`src/rtl/marcador_puntos.sv`:
```
// -----------------------------------------------------------------------------
// marcador_puntos
//   Score keeper for the LED game. It counts the ModifA/ModifB point pulses
//   coming from the Control FSM. Modo selects what each pulse does: 1 awards a
//   point and 0 takes one away, stopping at zero. The first player to reach
//   META wins. The result is held until the next rising edge of Start.
//
//   Optional feature macro: MARCADOR_DISPLAY_EN
//     When this macro is defined, the block adds a two-digit multiplexed
//     7-segment driver (Segmentos/Anodos). When it is not defined, those ports
//     and their logic are absent.
//
// Ports
//   clock      in   system clock, rising edge
//   Reset      in   asynchronous active-low reset
//   Start      in   player start level; only its rising edge is used
//   ModifA/B   in   1-cycle point pulses from Control
//   Modo       in   1 = +1, 0 = -1 (saturating at 0), sampled with ModifA/B
//   PuntosA/B  out  player scores
//   GanadorA/B out  winner flags (both high on a tie)
//   Fin        out  game over
//   Segmentos  out  active-low segments, bit0=a .. bit6=g  (display build only)
//   Anodos     out  active-low digit enables, [0]=A [1]=B (display build only)
//
// States
//   INACTIVO | after reset, waiting for the first Start edge; pulses ignored
//   JUEGO    | game running, pulses update the scores
//   FIN      | a player reached META; result held, pulses ignored
// -----------------------------------------------------------------------------
module marcador_puntos #(
  parameter int PUNTOS_W = 4,
  parameter int META     = 9
`ifdef MARCADOR_DISPLAY_EN
  ,
  parameter int DIV      = 50000
`endif
) (
  input  logic                clock,
  input  logic                Reset,
  input  logic                Start,
  input  logic                ModifA,
  input  logic                ModifB,
  input  logic                Modo,
  output logic [PUNTOS_W-1:0] PuntosA,
  output logic [PUNTOS_W-1:0] PuntosB,
  output logic                GanadorA,
  output logic                GanadorB,
  output logic                Fin
`ifdef MARCADOR_DISPLAY_EN
  ,
  output logic [6:0]          Segmentos,
  output logic [1:0]          Anodos
`endif
);

  typedef enum logic [1:0] {INACTIVO, JUEGO, FIN} estado_t;

  localparam logic [PUNTOS_W-1:0] META_V = PUNTOS_W'(META);

  estado_t             estado_q;
  logic                start_q;
  logic [PUNTOS_W-1:0] puntos_a_q, puntos_b_q;
  logic [PUNTOS_W-1:0] puntos_a_d, puntos_b_d;
  logic                gan_a_q, gan_b_q, fin_q;
  logic                inicio;

  // Increments stop at META, so the score register can never overflow.
  function automatic logic [PUNTOS_W-1:0] sig_puntos(
    input logic [PUNTOS_W-1:0] p,
    input logic                modif,
    input logic                modo
  );
    logic [PUNTOS_W-1:0] r;
    r = p;
    if (modif) begin
      if (modo) begin
        if (p < META_V) r = p + PUNTOS_W'(1);
      end else if (p != '0) begin
        r = p - PUNTOS_W'(1);
      end
    end
    return r;
  endfunction

  always_comb begin
    inicio     = Start & ~start_q;
    puntos_a_d = sig_puntos(puntos_a_q, ModifA, Modo);
    puntos_b_d = sig_puntos(puntos_b_q, ModifB, Modo);
  end

  // A start edge has priority over a pulse in the same cycle, so the pulse is
  // dropped and the new game begins at 0-0.
  always_ff @(posedge clock or negedge Reset) begin
    if (!Reset) begin
      estado_q   <= INACTIVO;
      start_q    <= 1'b0;
      puntos_a_q <= '0;
      puntos_b_q <= '0;
      gan_a_q    <= 1'b0;
      gan_b_q    <= 1'b0;
      fin_q      <= 1'b0;
    end else begin
      start_q <= Start;
      if (inicio) begin
        estado_q   <= JUEGO;
        puntos_a_q <= '0;
        puntos_b_q <= '0;
        gan_a_q    <= 1'b0;
        gan_b_q    <= 1'b0;
        fin_q      <= 1'b0;
      end else begin
        case (estado_q)
          JUEGO: begin
            puntos_a_q <= puntos_a_d;
            puntos_b_q <= puntos_b_d;
            if (puntos_a_d == META_V || puntos_b_d == META_V) begin
              gan_a_q  <= (puntos_a_d == META_V);
              gan_b_q  <= (puntos_b_d == META_V);
              fin_q    <= 1'b1;
              estado_q <= FIN;
            end
          end
          INACTIVO, FIN: ;
          default: estado_q <= INACTIVO;
        endcase
      end
    end
  end

  assign PuntosA  = puntos_a_q;
  assign PuntosB  = puntos_b_q;
  assign GanadorA = gan_a_q;
  assign GanadorB = gan_b_q;
  assign Fin      = fin_q;

`ifdef MARCADOR_DISPLAY_EN
  localparam int CNT_W = (DIV > 1) ? $clog2(DIV) : 1;

  logic [CNT_W-1:0]    div_q;
  logic                sel_q;
  logic [6:0]          seg_q;
  logic [1:0]          an_q;
  logic [PUNTOS_W+3:0] ext;
  logic [3:0]          digito;
  logic                blanco;
  logic [6:0]          hex_seg;

  always_comb begin
    // Zero-extend first so that narrow score widths still yield a 4-bit digit.
    ext     = {4'b0000, (sel_q ? puntos_b_q : puntos_a_q)};
    digito  = ext[3:0];
    // Blank the loser's digit once the game is over. On a tie both flags are set.
    blanco  = fin_q & (sel_q ? ~gan_b_q : ~gan_a_q);
    hex_seg = 7'h7F;
    case (digito)
      4'h0: hex_seg = 7'h40;
      4'h1: hex_seg = 7'h79;
      4'h2: hex_seg = 7'h24;
      4'h3: hex_seg = 7'h30;
      4'h4: hex_seg = 7'h19;
      4'h5: hex_seg = 7'h12;
      4'h6: hex_seg = 7'h02;
      4'h7: hex_seg = 7'h78;
      4'h8: hex_seg = 7'h00;
      4'h9: hex_seg = 7'h10;
      4'hA: hex_seg = 7'h08;
      4'hB: hex_seg = 7'h03;
      4'hC: hex_seg = 7'h46;
      4'hD: hex_seg = 7'h21;
      4'hE: hex_seg = 7'h06;
      4'hF: hex_seg = 7'h0E;
      default: hex_seg = 7'h7F;
    endcase
  end

  always_ff @(posedge clock or negedge Reset) begin
    if (!Reset) begin
      div_q <= '0;
      sel_q <= 1'b0;
      seg_q <= 7'h7F;
      an_q  <= 2'b11;
    end else begin
      if (div_q == CNT_W'(DIV - 1)) begin
        div_q <= '0;
        sel_q <= ~sel_q;
      end else begin
        div_q <= div_q + CNT_W'(1);
      end
      seg_q <= blanco ? 7'h7F : hex_seg;
      an_q  <= sel_q ? 2'b01 : 2'b10;
    end
  end

  assign Segmentos = seg_q;
  assign Anodos    = an_q;
`endif

endmodule

```
`config.mk`:
```
export PLATFORM = sky130hd
export DESIGN_NAME = marcador_puntos
export DESIGN_NICKNAME = d
export VERILOG_FILES = /design/src/rtl/marcador_puntos.sv
export SDC_FILE = /design/constraint.sdc
export NUM_CORES = 1
export LEC_CHECK = 0
export ABC_AREA = 1
export ABC_CLOCK_PERIOD_IN_PS = 4200
export BUFFER_PORTS_ARGS = -buffer_cell sky130_fd_sc_hd__buf_2
export CAP_MARGIN = 20
export CORE_UTILIZATION = 50
export CTS_CLUSTER_DIAMETER = 60
export DETAILED_ROUTE_END_ITERATION = 6
export GPL_ROUTABILITY_DRIVEN = 0
export GPL_TIMING_DRIVEN = 0
export PLACE_DENSITY = 0.83
export SETUP_SLACK_MARGIN = 0.05
export SYNTH_ARGS = -nofsm -noshare
export SYNTH_HDL_FRONTEND = slang
export SYNTH_SLANG_ARGS = --single-unit
```
`constraint.sdc`:
```
create_clock -name clock -period 4.2 [get_ports clock]
set_input_delay 0.63 -clock clock [delete_from_list [all_inputs] [get_ports clock]]
set_output_delay 0.63 -clock clock [all_outputs]
set_load 0.02 [all_outputs]
```
Yosys cells after proc, flatten, opt, wreduce, memory -nomap -nowiden
Index checks and enable logic that the tools add are counted.
Cells by class
  add/sub/neg operators: 4
  $lt $le $gt $ge: 2
  equal/unequal tests: 6
  mux-type cells: 24
  bitwise logic cells: 2
  reductions and logical operators: 9
Operator list (number)
  4-bit 2-to-1 mux: 12
  1-bit 2-to-1 mux: 9
  4-bit by 1-bit adder with 4-bit output, second input constant: 2
  4-bit equality test, second input constant: 2
  4-bit < comparator, second input constant: 2
  4-bit nonzero test: 2
  4-bit by 1-bit subtractor with 4-bit output, second input constant: 2
  2-bit 2-to-1 mux: 2
  2-bit one-hot mux with 2 select lines: 1
  2-bit AND reduction: 2
  2-bit nonzero test: 2
  3-bit != test, second input constant: 1
  2-bit by 1-bit equality test with 1-bit output, second input constant: 1
  2-bit equality test, second input constant: 1
  2-bit logical NOT: 1
  2-bit != test, second input constant: 1
  2-bit OR reduction: 1
  1-bit bitwise AND: 1
  1-bit logical OR: 1
  1-bit inverter: 1
Word-level totals
  register bits: 14
  input port bits: 6
  output and inout bits: 11
  logic and storage cells: 54

Longest topological paths before layout
  word-level depth: 9
  gate-level depth with buffers: 17
  mapped depth without buffers: 17

Least setup slack after synthesis
Ideal clock, no wire load.
  path type: flip-flop to flip-flop
  from: register puntos_a_q[0] (netlist: PuntosA[0])
  to: register fin_q (netlist: Fin)
  setup time: 0.117 ns
  arrival: 1.680 ns
  required time: 4.083 ns
  slack: 2.402 ns
  stages on the path, launching flop included: 15
  buffers on the path: 0
  clock period less this slack: 1.798 ns
  path through: dfrtp_1 > inv_1 > ha_1 > inv_1 > nor2_1 > nor2_1 > nand2_1 > nand3_1 > nand2_1 > a21oi_2 > nand2_4 > nand3_4 > nand2_4 > nand2_1 > nand2_1
On the way
  cells in the longest elaborated chain, start to end: 8
  elaborated cells on any way between the ends: 12
  those cells by class: add/sub (2); order compare (1); eq/ne (1); mux (4); reduce/logical (4)
RTL lines
  from (decl): line 62  | logic [PUNTOS_W-1:0] puntos_a_q, puntos_b_q;
  from (signal assigned): line 114  | puntos_a_q <= puntos_a_d;
  4-bit by 1-bit subtractor with 4-bit output (tied with other cells): line 79  | r = p - PUNTOS_W'(1);
  4-bit 2-to-1 mux (on tied branches): line 78, 77
  4-bit 2-to-1 mux: line 76  | if (modo) begin
  4-bit 2-to-1 mux (*): line 75  | if (modif) begin
  4-bit equality test (*): line 116  | if (puntos_a_d == META_V || puntos_b_d == META_V) begin
  1-bit logical OR (*): line 116
  2-bit nonzero test (no source line) (*)
  2-bit AND reduction (no source line) (*)
  to (signal assigned): line 101  | fin_q <= 1'b0;
  to (signal assigned): line 110  | fin_q <= 1'b0;
  to (signal assigned): line 119  | fin_q <= 1'b1;
  to (decl): line 64  | logic gan_a_q, gan_b_q, fin_q;
Mark *: on every way between the ends. The rest lies on a longest branch, timed or not.
A chain may end at the register's enable or synchronous reset.

Worst setup path after layout
  from: register puntos_b_q[0] (netlist: PuntosB[0])
  to: register gan_a_q (netlist: GanadorA)
On the way
  cells in the longest elaborated chain, start to end: 8
  elaborated cells on any way between the ends: 12
  those cells by class: add/sub (2); order compare (1); eq/ne (1); mux (4); reduce/logical (4)
RTL lines
  from (decl): line 62
  from (signal assigned): line 115  | puntos_b_q <= puntos_b_d;
  4-bit by 1-bit subtractor with 4-bit output (tied with other cells): line 79
  4-bit 2-to-1 mux (on tied branches): line 78, 77
  4-bit 2-to-1 mux: line 76
  4-bit 2-to-1 mux (*): line 75
  4-bit equality test (*): line 116
  1-bit logical OR (*): line 116
  2-bit nonzero test (no source line) (*)
  2-bit AND reduction (no source line) (*)
  to (signal assigned): line 117  | gan_a_q <= (puntos_a_d == META_V);
  to (decl): line 64
Marked as above.

==> impl_metrics.py <==
metrics = {
    "run_status": {
        "status": "complete, no violations",
    },
    "global_routing": {
        "grt.total_usage_pct": 22.89,
        "grt_max_degree": 15,
        "antenna_found_initial": 0,
        "grt_overflow": 0,
        "grt_pass1_wl_um": 3726,
        "grt_pass1_vias": 930,
    },
    "synth": {
        "synth_xor_area_share_pct": 0,
        "netlist_instances": 159,
        "synthMuxAreaShare_pct": 0,
        "yosysUniqueCellTypes": 17,
        "ys_warn_count": 0,
        "synth_adder_area_share_pct": 4.706,
        "ys_ff_latch": 14,
        "synth-simple-area-share_pct": 44.94,
        "synth_nets": 169,
        "synth_area_mm2": 0.001064,
        "synth_top_area_share_pct": 32.94,
        "syn_avg_cell_area_um2": 6.689,
        "synth_top_family_by_area": "simple AND/OR/NAND/NOR gates",
        "yosysSeqAreaShare_pct": 32.94,
        "synth-compound-area-share_pct": 6.824,
        "synth_top_area_cell": "dfrtp_1",
        "ys_top_cells_by_area": "dfrtp_1 33%, nand2_1 17%, nand2_2 9.4%",
    },
    "timing": {
        "tightestPinTransition_ns": 0.5156,
        "finalClockSkew_ns": 0.0009455,
        "tns_ns": 0,
        "fmax_ghz": 0.5363,
        "post-route-min-period_ns": 1.865,
        "hold_viol_final": 0,
        "relSlewSlack_pct": 65.50,
        "rsz0062_at_grt": "no",
        "slew_violations": 0,
        "post-route-period-util_pct": 44.40,
        "setup_viol": 0,
        "hold_slack_ns": 0.2312,
    },
    "power_and_ir_drop": {
        "switchingPower_mw": 0.3963,
        "swShare_pct": 51.82,
        "seqPwrFrac_pct": 30.2,
        "comb_power_share_pct": 60.1,
        "p_clk_share_pct": 9.6,
        "peakVddDrop_mv": 0.3099,
        "intPower_mw": 0.3685,
        "leakage_nw": 0.7229,
        "p_per_area_mw_per_mm2": 640.1,
    },
    "run": {
        "drv_cap": 0,
    },
    "critical_path": {
        "cp_cell_sequence": "inv_1, ha_1, inv_1, nand2_1, nand2_1, nand3_1, nand2_1, inv_1, nand2_1, nand2_1, nand2_1, inv_2, nand2_2, nand3_4, nand2_4, nand2_1, nand2_1",
        "crit_type": "flop to flop",
        "r2r_cells": 17,
        "rrSetupSlack_ns": 2.34,
        "startpoint_type": "flop",
        "r2r-end": "GanadorA",
        "rr_startpoint": "PuntosB[0]",
        "max_stage_delay_ns": 0.43,
        "setup.worst_path.end_class": "flop",
        "required_ns": 4.37,
        "crit_fanout": 5,
        "worstPathArrival_ns": 2.03,
        "critPathSlowestCell": "dfrtp_1",
        "cp_common_cell": "nand2_1",
    },
    "clocking": {
        "clk_latency_ns": 0.27,
        "h-tree-depth": 1,
        "clockRootBuffer": "clkbuf_4",
        "cts.clk_slew.worst_paths_ns": 0.08,
        "clockBufferDepth": 2,
        "cts_tree": "done",
        "ctsHoldBuffers": 0,
        "cts_resized": 0,
        "cts.sink_count": 14,
        "cts_setup_buffers": 0,
        "cts_inserted_buffers": 3,
    },
    "route": {
        "vias_per_cell": 5.147,
        "vias": 1050,
        "drc": 0,
        "initialDrtViolationCount": 32,
        "ant_nets": 0,
        "routed_wl_um": 2207,
        "wire_per_inst_um": 10.82,
        "drtPass1Iterations": 5,
    },
    "final_layout": {
        "nNetsFinal": 189,
        "area_growth_pct": 12.35,
        "fillers": 171,
        "num_antenna_cells": 0,
        "drive_above_1_share_pct": 27.12,
    },
    "placement": {
        "hpwl_um": 1777,
        "portBuffers": 15,
    },
    "die": {
        "coreArea_mm2": 0.001982,
        "row_count": 16,
        "die_w_um": 48.12,
        "die_area_mm2": 0.002316,
        "die_h_um": 48.12,
        "ioPinCount": 17,
        "start_util_pct": 53.66,
    },
    "hold_path": {
        "min-delay-path-class": "primary input to asynchronous set/reset pin",
    },
}
## placed cells by master (no fill, tap or decap), types with 3 or more instances in the layout
master	synthesis	routed
dfrtp_1	14	14
clkbuf_4	0	3
buf_2	0	15
ha_1	4	4
inv_1	21	21
nor2_1	9	9
o21ai_0	6	6
nand2_2	16	16
nand2_1	49	49
inv_2	7	7
o22ai_1	3	3
nand3_1	20	20
## final cells by class
type	instances	area, um2	area share (%)
Inverter	28	105.1	8.796
Timing Repair Buffer	15	75.07	6.283
Tap cell	27	33.78	2.827
Sequential cell	14	350.3	29.32
Buffer	1	7.507	0.6283
Multi-Input combinational cell	116	600.6	50.26
Clock buffer	3	22.52	1.885
## metal layers
layer	GRT usage, %	vias to the layer above	wire length (um)
met4	11.67	0	21
met1	29.33	490	1004
met5	0	-	0
li1	-	534	-
met3	2.222	2	54
met2	38.38	24	1125
## critical path: cells and delay by family, from the launching register on
kind	cells	cell delay (ns)
adder cells (fa/ha/maj)	1	0.27
AND/OR/NAND/NOR	12	0.72
buffers and inverters	4	0.35
flip-flops	1	0.43
## Yosys cell counts
master,number
ha_1,4
nand3_4,1
o21ai_1,2
inv_2,7
o22ai_1,3
buf_4,1
nand3_1,20
a21oi_2,1
o21ai_0,6
inv_1,21
nor2_1,9
nand2_1,49
nand2_2,16
nand2_4,2
nand3_2,2
a21oi_1,1
dfrtp_1,14
## stage by stage
stage / util (%) / std cells / worst slack, ns / instance area (um2) / power [mW]
3_5_place_dp: 59.15 / 201 / 2.334 / 1172 / 0.6921
2_1_floorplan: - / 159 / 2.403 / 1064 / 0.5798
6_report: 60.29 / 204 / 2.335 / 1195 / 0.7648
3_3_place_gp: 59.15 / 201 / 2.403 / 1172 / 0.6674
5_1_grt: 60.29 / 204 / 2.136 / 1195 / 0.8469
4_1_cts: 60.29 / 204 / 2.325 / 1195 / 0.7691
## worst max-delay path by stage
stage                           to  cells past startpoint        from  slack [ns]
after floorplan                Fin                     14  PuntosA[0]        2.40
after global placement    GanadorB                     11        Modo        2.40
after detailed placement  GanadorA                     17  PuntosB[0]        2.33
after global routing      GanadorA                     15  PuntosB[0]        2.14
final                     GanadorA                     17  PuntosB[0]        2.34
after CTS                 GanadorA                     17  PuntosB[0]        2.33
## power by group through the flow
stage                     registers, mW  clock network (mW)  logic, mW
after floorplan                   0.273                   0      0.306
after CTS                         0.230              0.0776      0.461
final                             0.231              0.0736      0.460
after global placement            0.229                   0      0.438
after detailed placement          0.233                   0      0.459
after global routing              0.240              0.0829      0.524
## registers in the layout (all words and copies together), names as in the netlist
signal and flops:
Fin 1, GanadorA 1, GanadorB 1, PuntosA 4
PuntosB 4, estado_q 2, start_q 1
## cell families after synthesis
logic type | Yosys count
simple gates | 99
buf+inv | 29
flops | 14
compound gates | 13
fa+ha+maj | 4
Power figures use the tool's default switching activity.
